--- src/rtl/hazard_pkg.sv ---
// rtl/hazard_pkg.sv - shared opcodes, forwarding encodings and shadow types for hazard_ctrl
package hazard_pkg;

    // RV32I major opcodes (instruction[6:0])
    localparam logic [6:0] OPC_LOAD   = 7'b0000011;
    localparam logic [6:0] OPC_STORE  = 7'b0100011;
    localparam logic [6:0] OPC_OP     = 7'b0110011;
    localparam logic [6:0] OPC_OP_IMM = 7'b0010011;
    localparam logic [6:0] OPC_BRANCH = 7'b1100011;
    localparam logic [6:0] OPC_JAL    = 7'b1101111;
    localparam logic [6:0] OPC_JALR   = 7'b1100111;
    localparam logic [6:0] OPC_LUI    = 7'b0110111;
    localparam logic [6:0] OPC_AUIPC  = 7'b0010111;

    // EX operand source selects
    localparam logic [1:0] FWD_REG = 2'b00;
    localparam logic [1:0] FWD_WB  = 2'b01;
    localparam logic [1:0] FWD_MEM = 2'b10;

    // Register usage of the instruction sitting in EX
    typedef struct packed {
        logic [4:0] rs1;
        logic [4:0] rs2;
        logic [4:0] rd;
        logic       wr;
        logic       load;
    } ex_shadow_t;

    // Destination of the instructions in MEM and WB
    typedef struct packed {
        logic [4:0] rd;
        logic       wr;
    } rd_shadow_t;

    // MEM result is younger than WB, so it wins when both match
    function automatic logic [1:0] fwd_sel(input logic [4:0] rs,
                                           input rd_shadow_t mem,
                                           input rd_shadow_t wb);
        if (mem.wr && (mem.rd == rs)) begin
            return FWD_MEM;
        end else if (wb.wr && (wb.rd == rs)) begin
            return FWD_WB;
        end
        return FWD_REG;
    endfunction

endpackage

--- src/rtl/hazard_decode.sv ---
// rtl/hazard_decode.sv - register usage decode of the IF/ID instruction
module hazard_decode
    import hazard_pkg::*;
(
    input  logic [31:0] instruction,
    output logic [4:0]  rs1,
    output logic [4:0]  rs2,
    output logic [4:0]  rd,
    output logic        uses_rs1,
    output logic        uses_rs2,
    output logic        writes_rd,
    output logic        is_load
);

    logic [6:0] opcode;
    logic       rd_op;
    logic       unused_bits;

    assign opcode      = instruction[6:0];
    assign unused_bits = ^{instruction[31:25], instruction[14:12]};

    // Classify the opcode into source/destination usage
    always_comb begin
        uses_rs1 = 1'b0;
        uses_rs2 = 1'b0;
        rd_op    = 1'b0;
        is_load  = 1'b0;
        case (opcode)
            OPC_LOAD: begin
                uses_rs1 = 1'b1;
                rd_op    = 1'b1;
                is_load  = 1'b1;
            end
            OPC_STORE: begin
                uses_rs1 = 1'b1;
                uses_rs2 = 1'b1;
            end
            OPC_OP: begin
                uses_rs1 = 1'b1;
                uses_rs2 = 1'b1;
                rd_op    = 1'b1;
            end
            OPC_OP_IMM: begin
                uses_rs1 = 1'b1;
                rd_op    = 1'b1;
            end
            OPC_BRANCH: begin
                uses_rs1 = 1'b1;
                uses_rs2 = 1'b1;
            end
            OPC_JAL: begin
                rd_op    = 1'b1;
            end
            OPC_JALR: begin
                uses_rs1 = 1'b1;
                rd_op    = 1'b1;
            end
            OPC_LUI, OPC_AUIPC: begin
                rd_op    = 1'b1;
            end
            default: begin
                uses_rs1 = 1'b0;
            end
        endcase
    end

    // Unused source fields read as x0 so immediate bits never look like a match downstream
    assign rs1       = uses_rs1 ? instruction[19:15] : 5'd0;
    assign rs2       = uses_rs2 ? instruction[24:20] : 5'd0;
    assign rd        = instruction[11:7];
    // x0 is never a real destination
    assign writes_rd = rd_op & (instruction[11:7] != 5'd0);

endmodule

--- src/rtl/hazard_ctrl.sv ---
// rtl/hazard_ctrl.sv - stall/flush/forwarding control with shadow pipeline and perf counters
module hazard_ctrl
    import hazard_pkg::*;
#(
    parameter int CNT_W = 16
) (
    input  logic              clk,
    input  logic              reset,
    input  logic [31:0]       instruction_d,
    input  logic              pc_src_e,
    input  logic              ext_stall,
    output logic              stall_f,
    output logic              flush_f,
    output logic              stall_d,
    output logic              flush_d,
    output logic [1:0]        forward_a_e,
    output logic [1:0]        forward_b_e,
    output logic [CNT_W-1:0]  stall_cycles,
    output logic [CNT_W-1:0]  flush_events
);

    logic [4:0] rs1_d;
    logic [4:0] rs2_d;
    logic [4:0] rd_d;
    logic       uses_rs1_d;
    logic       uses_rs2_d;
    logic       writes_rd_d;
    logic       is_load_d;

    ex_shadow_t ex_q;
    ex_shadow_t ex_next;
    rd_shadow_t mem_q;
    rd_shadow_t wb_q;

    logic       load_use;
    logic       stall_inc;

    hazard_decode u_decode (
        .instruction (instruction_d),
        .rs1         (rs1_d),
        .rs2         (rs2_d),
        .rd          (rd_d),
        .uses_rs1    (uses_rs1_d),
        .uses_rs2    (uses_rs2_d),
        .writes_rd   (writes_rd_d),
        .is_load     (is_load_d)
    );

    // A load in EX whose destination the D instruction reads needs one bubble
    assign load_use = ex_q.load & ex_q.wr &
                      ((uses_rs1_d & (rs1_d == ex_q.rd)) |
                       (uses_rs2_d & (rs2_d == ex_q.rd)));

    // Redirect beats load-use; a memory stall freezes everything and defers flushes
    assign stall_d = ext_stall;
    assign stall_f = ext_stall | (load_use & ~pc_src_e);
    assign flush_f = ~ext_stall & pc_src_e;
    assign flush_d = ~ext_stall & (pc_src_e | load_use);

    assign forward_a_e = fwd_sel(ex_q.rs1, mem_q, wb_q);
    assign forward_b_e = fwd_sel(ex_q.rs2, mem_q, wb_q);

    assign stall_inc = load_use & ~pc_src_e & ~ext_stall;

    // Next EX shadow: the decoded D instruction, or a bubble when ID/EX is flushed
    always_comb begin
        ex_next = '0;
        if (!flush_d) begin
            ex_next.rs1  = rs1_d;
            ex_next.rs2  = rs2_d;
            ex_next.rd   = rd_d;
            ex_next.wr   = writes_rd_d;
            ex_next.load = is_load_d;
        end
    end

    // Shadow pipeline advances in lockstep with the real one unless memory stalls
    always_ff @(posedge clk or posedge reset) begin
        if (reset) begin
            ex_q  <= '0;
            mem_q <= '0;
            wb_q  <= '0;
        end else if (!ext_stall) begin
            ex_q     <= ex_next;
            mem_q.rd <= ex_q.rd;
            mem_q.wr <= ex_q.wr;
            wb_q     <= mem_q;
        end
    end

    // Saturating performance counters
    always_ff @(posedge clk or posedge reset) begin
        if (reset) begin
            stall_cycles <= '0;
            flush_events <= '0;
        end else begin
            if (stall_inc && (stall_cycles != {CNT_W{1'b1}})) begin
                stall_cycles <= stall_cycles + CNT_W'(1);
            end
            if (flush_f && (flush_events != {CNT_W{1'b1}})) begin
                flush_events <= flush_events + CNT_W'(1);
            end
        end
    end

endmodule

--- config.mk ---
export PLATFORM = sky130hd
export DESIGN_NAME = hazard_ctrl
export DESIGN_NICKNAME = d
export VERILOG_FILES = /design/src/rtl/hazard_pkg.sv /design/src/rtl/hazard_decode.sv /design/src/rtl/hazard_ctrl.sv
export SDC_FILE = /design/constraint.sdc
export NUM_CORES = 1
export LEC_CHECK = 0
export BUFFER_PORTS_ARGS = -buffer_cell sky130_fd_sc_hd__buf_2
export CAP_MARGIN = 20
export CORE_MARGIN = 4
export CORE_UTILIZATION = 50
export DETAILED_ROUTE_END_ITERATION = 10
export PLACE_DENSITY = 0.74
export SYNTH_ARGS = -nofsm -noshare
export SYNTH_HDL_FRONTEND = slang
export SYNTH_SLANG_ARGS = --single-unit
--- constraint.sdc ---
create_clock -name clk -period 2.2 [get_ports clk]
set_input_delay 0.11 -clock clk [delete_from_list [all_inputs] [get_ports clk]]
set_output_delay 0.11 -clock clk [all_outputs]
set_load 0.02 [all_outputs]
## Yosys cells after proc, flatten, opt, wreduce, memory -nomap -nowiden

Index checks and enable logic that the tools add are counted.

| storage, ports and cells | value |
|---|---|
| register bits | 61 |
| bits of input ports | 36 |
| output and inout port bits | 40 |
| word-level logic and storage cells | 71 |

| operators by class | value |
|---|---|
| add/subtract/negate cells | 2 |
| equality and inequality tests | 17 |
| muxes and demuxes | 17 |
| bitwise operators | 14 |
| reduce and logical (&&, ||, !) cells | 10 |

Operators by type and width:

| kind | count |
|---|---|
| adder 16 x 1 -> 16 bit (second input constant) | 2 |
| inequality test 16 bit (second input constant) | 2 |
| == test 5 bit | 6 |
| == test 7 x 6 -> 1 bit (second input constant) | 3 |
| == test 7 bit (second input constant) | 3 |
| two-way mux 17 bit | 1 |
| == test 7 x 5 -> 1 bit (second input constant) | 2 |
| two-way mux 2 bit | 6 |
| two-way mux 5 bit | 2 |
| bitwise AND 1 bit | 9 |
| two-way mux 1 bit | 8 |
| == test 7 x 2 -> 1 bit (second input constant) | 1 |
| OR reduction 7 bit | 1 |
| logical AND 1 bit | 6 |
| OR reduction 6 bit | 1 |
| nonzero test 5 bit | 1 |
| bitwise OR 1 bit | 3 |
| OR reduction 3 bit | 1 |
| NOT 1 bit | 2 |

## Longest topological paths before layout

| logic depth | value |
|---|---|
| depth in word-level cells | 11 |
| mapped depth | 8 |
| depth with buffers taken out | 6 |

## Cells and area by module

A second synthesis with hierarchy kept.

| second synthesis, totals | value |
|---|---|
| cells, all modules | 294 |
| area, all modules | 3380.7 um^2 |

By module, submodules not included:

| module | instances | cells each | area an instance (um^2) | sequential area each (um^2) |
|---|---|---|---|---|
| hazard_ctrl | 1 | 264 | 3138.0 | 1526.5 |
| hazard_decode | 1 | 30 | 242.7 | 0.0 |

## Least setup slack after synthesis

Ideal clock, no wire load.

| timing path | value |
|---|---|
| kind | reg-to-output |
| start point | register ex_q[6] in the netlist's numbering |
| end point | output flush_d |
| data arrival time | 1.690 ns |
| data required time | 2.090 ns |
| setup slack | 0.400 ns |
| cell stages (with the launch flop) | 7 |
| path buffers | 1 |
| cells stage by stage | dfrtp_1 -> xnor2_1 -> nand3_1 -> o32ai_4 -> nand3_4 -> buf_6 -> a21oi_1 |

| between the ends | value |
|---|---|
| word-level cells in the longest chain between the ends | 6 |
| elaborated cells between the ends (all ways) | 8 |
| classes of those cells | eq/ne (2); bitwise (6) |

RTL lines:

| item | line | RTL |
|---|---|---|
| start: declaration | hazard_ctrl.sv:30 | `ex_shadow_t ex_q;` |
| start signal: assignment | hazard_ctrl.sv:84 | `ex_q <= ex_next;` |
| == test 5 bit, on equally long branches | hazard_ctrl.sv:51, hazard_ctrl.sv:52 |  |
| bitwise AND 1 bit, on equally long branches | hazard_ctrl.sv:51, hazard_ctrl.sv:52 |  |
| bitwise OR 1 bit (*) | hazard_ctrl.sv:51 | `((uses_rs1_d & (rs1_d == ex_q.rd)) \|` |
| bitwise AND 1 bit (*) | hazard_ctrl.sv:50 | `assign load_use = ex_q.load & ex_q.wr &` |
| bitwise OR 1 bit (*) | hazard_ctrl.sv:58 | `assign flush_d = ~ext_stall & (pc_src_e \| load_use);` |
| bitwise AND 1 bit (*) | hazard_ctrl.sv:58 |  |
| end: declaration | hazard_ctrl.sv:15 | `output logic flush_d,` |

Every way passes the cells marked *; elsewhere a longest branch is shown, timed or not.

## Final worst setup path

| timing path | value |
|---|---|
| start point | register ex_q[5] in the netlist's numbering |
| end point | output flush_d |

Same word-level chain as after synthesis.

==> flow_metrics.env <==
export IMPL_grtUsageTotal_pct=19.7
export IMPL_layout_commonest_cell="buf_2"
export IMPL_grt_first_pass_wirelength_microns=11900
export IMPL_powerDensity_nw_per_um2=746
export IMPL_synth_top_area_share_pct=46.9
export IMPL_cts_sinks=61
export IMPL_routedWlPerCell_microns=15.7
export IMPL_skew_ns=0.00642
export IMPL_grt_pass1_vias=2574
export IMPL_drt_initial_drc_count=113
export IMPL_synth_cell_types=43
export IMPL_antenna_cells=0
export IMPL_grt_overflow=0
export IMPL_insertion_delay_ns=0.34
export IMPL_area_delta_synth_final_pct=21.0
export IMPL_grt_max_degree=62
export IMPL_worstMarginPinSlew_ns=0.553
export IMPL_hold_viol_final=0
export IMPL_synth_net_count=344
export IMPL_core_area_sq_um=6350
export IMPL_period_share_pct=91.4
export IMPL_cts_tree="done"
export IMPL_mostFrequentLayoutCells="buf_2 (65), dfrtp_1 (61), xnor2_1 (31)"
export IMPL_relSlewSlack_pct=62.9
export IMPL_htreeDepth=3
export IMPL_layout_nets=419
export IMPL_die_h_microns=88.7
export IMPL_hp_class="input port to register"
export IMPL_drcViolationCount=0
export IMPL_r2r_slack_ns=0.28
export IMPL_r2r_end="stall_cycles[1]$_DFFE_PP0P_"
export IMPL_start_kind="register"
export IMPL_vias=2627
export IMPL_place_hpwl_microns=5340
export IMPL_slew_viol_final=0
export IMPL_worstReg2RegStart="ex_q[5]$_DFFE_PP0N_"
export IMPL_syn_avg_cell_area_sq_um=10.6
export IMPL_clkTransAtPathRegs_ns=0.07
export IMPL_worst_r2r_path_depth=7
export IMPL_vias_per_cell=5.67
export IMPL_gp_congestion=0.809
export IMPL_finalSetupViolations=0
export IMPL_crit_path_end_kind="output port"
export IMPL_fp_row_count=29
export IMPL_synth_seq_area_share_pct=46.9
export IMPL_drtPass1Iterations=4
export IMPL_ys_ff_latch=61
export IMPL_drive_above_1_share_pct=29.0
export IMPL_hold_path_end="ex_q[2]$_DFFE_PP0N_"
export IMPL_io_pins=76
export IMPL_synth_flop_cell="dfrtp_1"
export IMPL_wirelength_microns=7270
export IMPL_pre_cts_ws_ns=0.340
export IMPL_antenna_found_initial=0
export IMPL_synth_area_top_cells="dfrtp_1 (47%), xnor2_1 (8.3%), xor2_1 (6.7%)"
export IMPL_synth_edf_count=0
export IMPL_synth_warnings=0
export IMPL_async_reset_ff_share_pct=100
export IMPL_required_ns=2.09
export IMPL_die_area_sq_um=7870
export IMPL_die_w_microns=88.7
export IMPL_yosysTopAreaCell="dfrtp_1"
export IMPL_total_power_uw=2940
export IMPL_path_max_fanout=6
export IMPL_fin_ws_ns=0.189
export IMPL_root_buffer="clkbuf_8"
export IMPL_timing_fmax_mhz=497
export IMPL_max_cap_viol_count=0
export IMPL_irDropWorstVdd_mv=0.522
export IMPL_leakage_uw=0.00198
export IMPL_clk_path_buf_depth=2
export IMPL_placement_io_buffers=65
export IMPL_hold_depth=2
export IMPL_netlist_area_sq_um=3260
export IMPL_ant_nets=0
export IMPL_cts_made_buffers=9
export IMPL_worstPathArrival_ns=1.90
export IMPL_postSynthCellCount=306
export IMPL_critPathKind="register to output port"
export IMPL_min_from="instruction_d[7]"
export IMPL_outcome="finished, final reports clean"
export IMPL_min_period_ns=2.01
export IMPL_initial_core_util_pct=51.3
[where the power goes]
group          switching [uW]  internal, uW
clock network             437           701
registers                 114          1210
logic                     268           208
total                     818          2120
[synthesized netlist by cell type (3+ instances only)]
cell	instances
and2_1	3
clkbuf_1	4
nor4_1	4
nand4_1	8
nor2_1	15
a32o_1	6
inv_1	3
and3_1	18
mux2_2	15
o21ai_0	7
xor2_1	25
nor3_1	6
a22o_1	6
buf_2	5
dfrtp_1	61
nand2_1	24
nand3_1	19
o2111ai_1	3
and4_1	6
xnor2_1	31
a21oi_1	9
[kinds of logic after synthesis]
family	count (synthesis)	synth area share, %
adders and majority gates	2	0.769
AOI/OAI and AO/OA	41	9.76
xor gates and xnor gates	56	15.1
muxes	15	5.19
buffers and inverters	16	2.50
DFF	61	46.9
and+or+nand+nor	115	19.8
[layer usage]
| metal | track usage [%] | routed length (microns) | up-vias |
|---|---|---|---|
| li1 | - | - | 1255 |
| met1 | 24.5 | 3210 | 1283 |
| met2 | 33.5 | 3530 | 75 |
| met3 | 4.66 | 413 | 14 |
| met4 | 6.87 | 120 | 0 |
| met5 | 0 | 0 | - |
[sequential cells by signal, summed over array words and instances, names as in the netlist]
signal        flops
wb_q              6
flush_events     16
stall_cycles     16
ex_q             17
mem_q             6
[critical path, stage by stage (launching register included)]
cell	delay, ns
dfrtp_1	0.44
xnor2_1	0.19
nand2_1	0.12
o32ai_4	0.34
nand3_4	0.14
a21oi_1	0.16
buf_2	0.17
[per-stage QoR]
| stage | instance area [sq um] | instances | hold slack (ns) | setup TNS, ns | util (%) |
|---|---|---|---|---|---|
| 2_1_floorplan | 3260 | 306 | 0.246 | 0 | - |
| 3_3_place_gp | 3680 | 443 | 0.195 | 0 | 58.0 |
| 3_5_place_dp | 3680 | 443 | 0.205 | 0 | 58.0 |
| 4_1_cts | 3920 | 460 | 0.00914 | 0 | 61.7 |
| 5_1_grt | 3940 | 463 | 0.0237 | -0.00200 | 62.0 |
| 6_report | 3940 | 463 | 0.0226 | 0 | 62.0 |
[how the worst max path moves through the flow]
| stage | startpoint | to | slack, ns | cells after the start |
|---|---|---|---|---|
| 6_report | ex_q[5]$_DFFE_PP0N_ | flush_d | 0.19 | 6 |
| 5_1_grt | ex_q[5]$_DFFE_PP0N_ | flush_d | -0.002 | 6 |
| 4_1_cts | ex_q[4]$_DFFE_PP0N_ | flush_d | 0.003 | 6 |
| 3_5_place_dp | ex_q[4]$_DFFE_PP0N_ | stall_cycles[1]$_DFFE_PP0P_ | 0.34 | 6 |
| 3_3_place_gp | ex_q[6]$_DFFE_PP0N_ | stall_cycles[1]$_DFFE_PP0P_ | 0.36 | 6 |
| 2_1_floorplan | ex_q[6]$_DFFE_PP0N_ | flush_d | 0.40 | 6 |
[final cells by class]
| class | count | area [sq um] |
|---|---|---|
| Clock buffer | 13 | 159 |
| Sequential cell | 61 | 1530 |
| Timing Repair Buffer | 77 | 430 |
| Tap cell | 77 | 96.3 |
| Multi-Input combinational cell | 229 | 1650 |
| Inverter | 3 | 11.3 |
| Clock inverter | 3 | 67.6 |
| Fill cell | 546 | 2410 |
[timing repair]
action | in CTS | in global routing
resized for setup | 0 | 0
setup buffers | 0 | 3
endpoints found under the setup margin | 0 | 2
endpoints found under the hold margin | 61 | 0
hold buffers | 1 | 0
(Power assumes the default switching activity.)
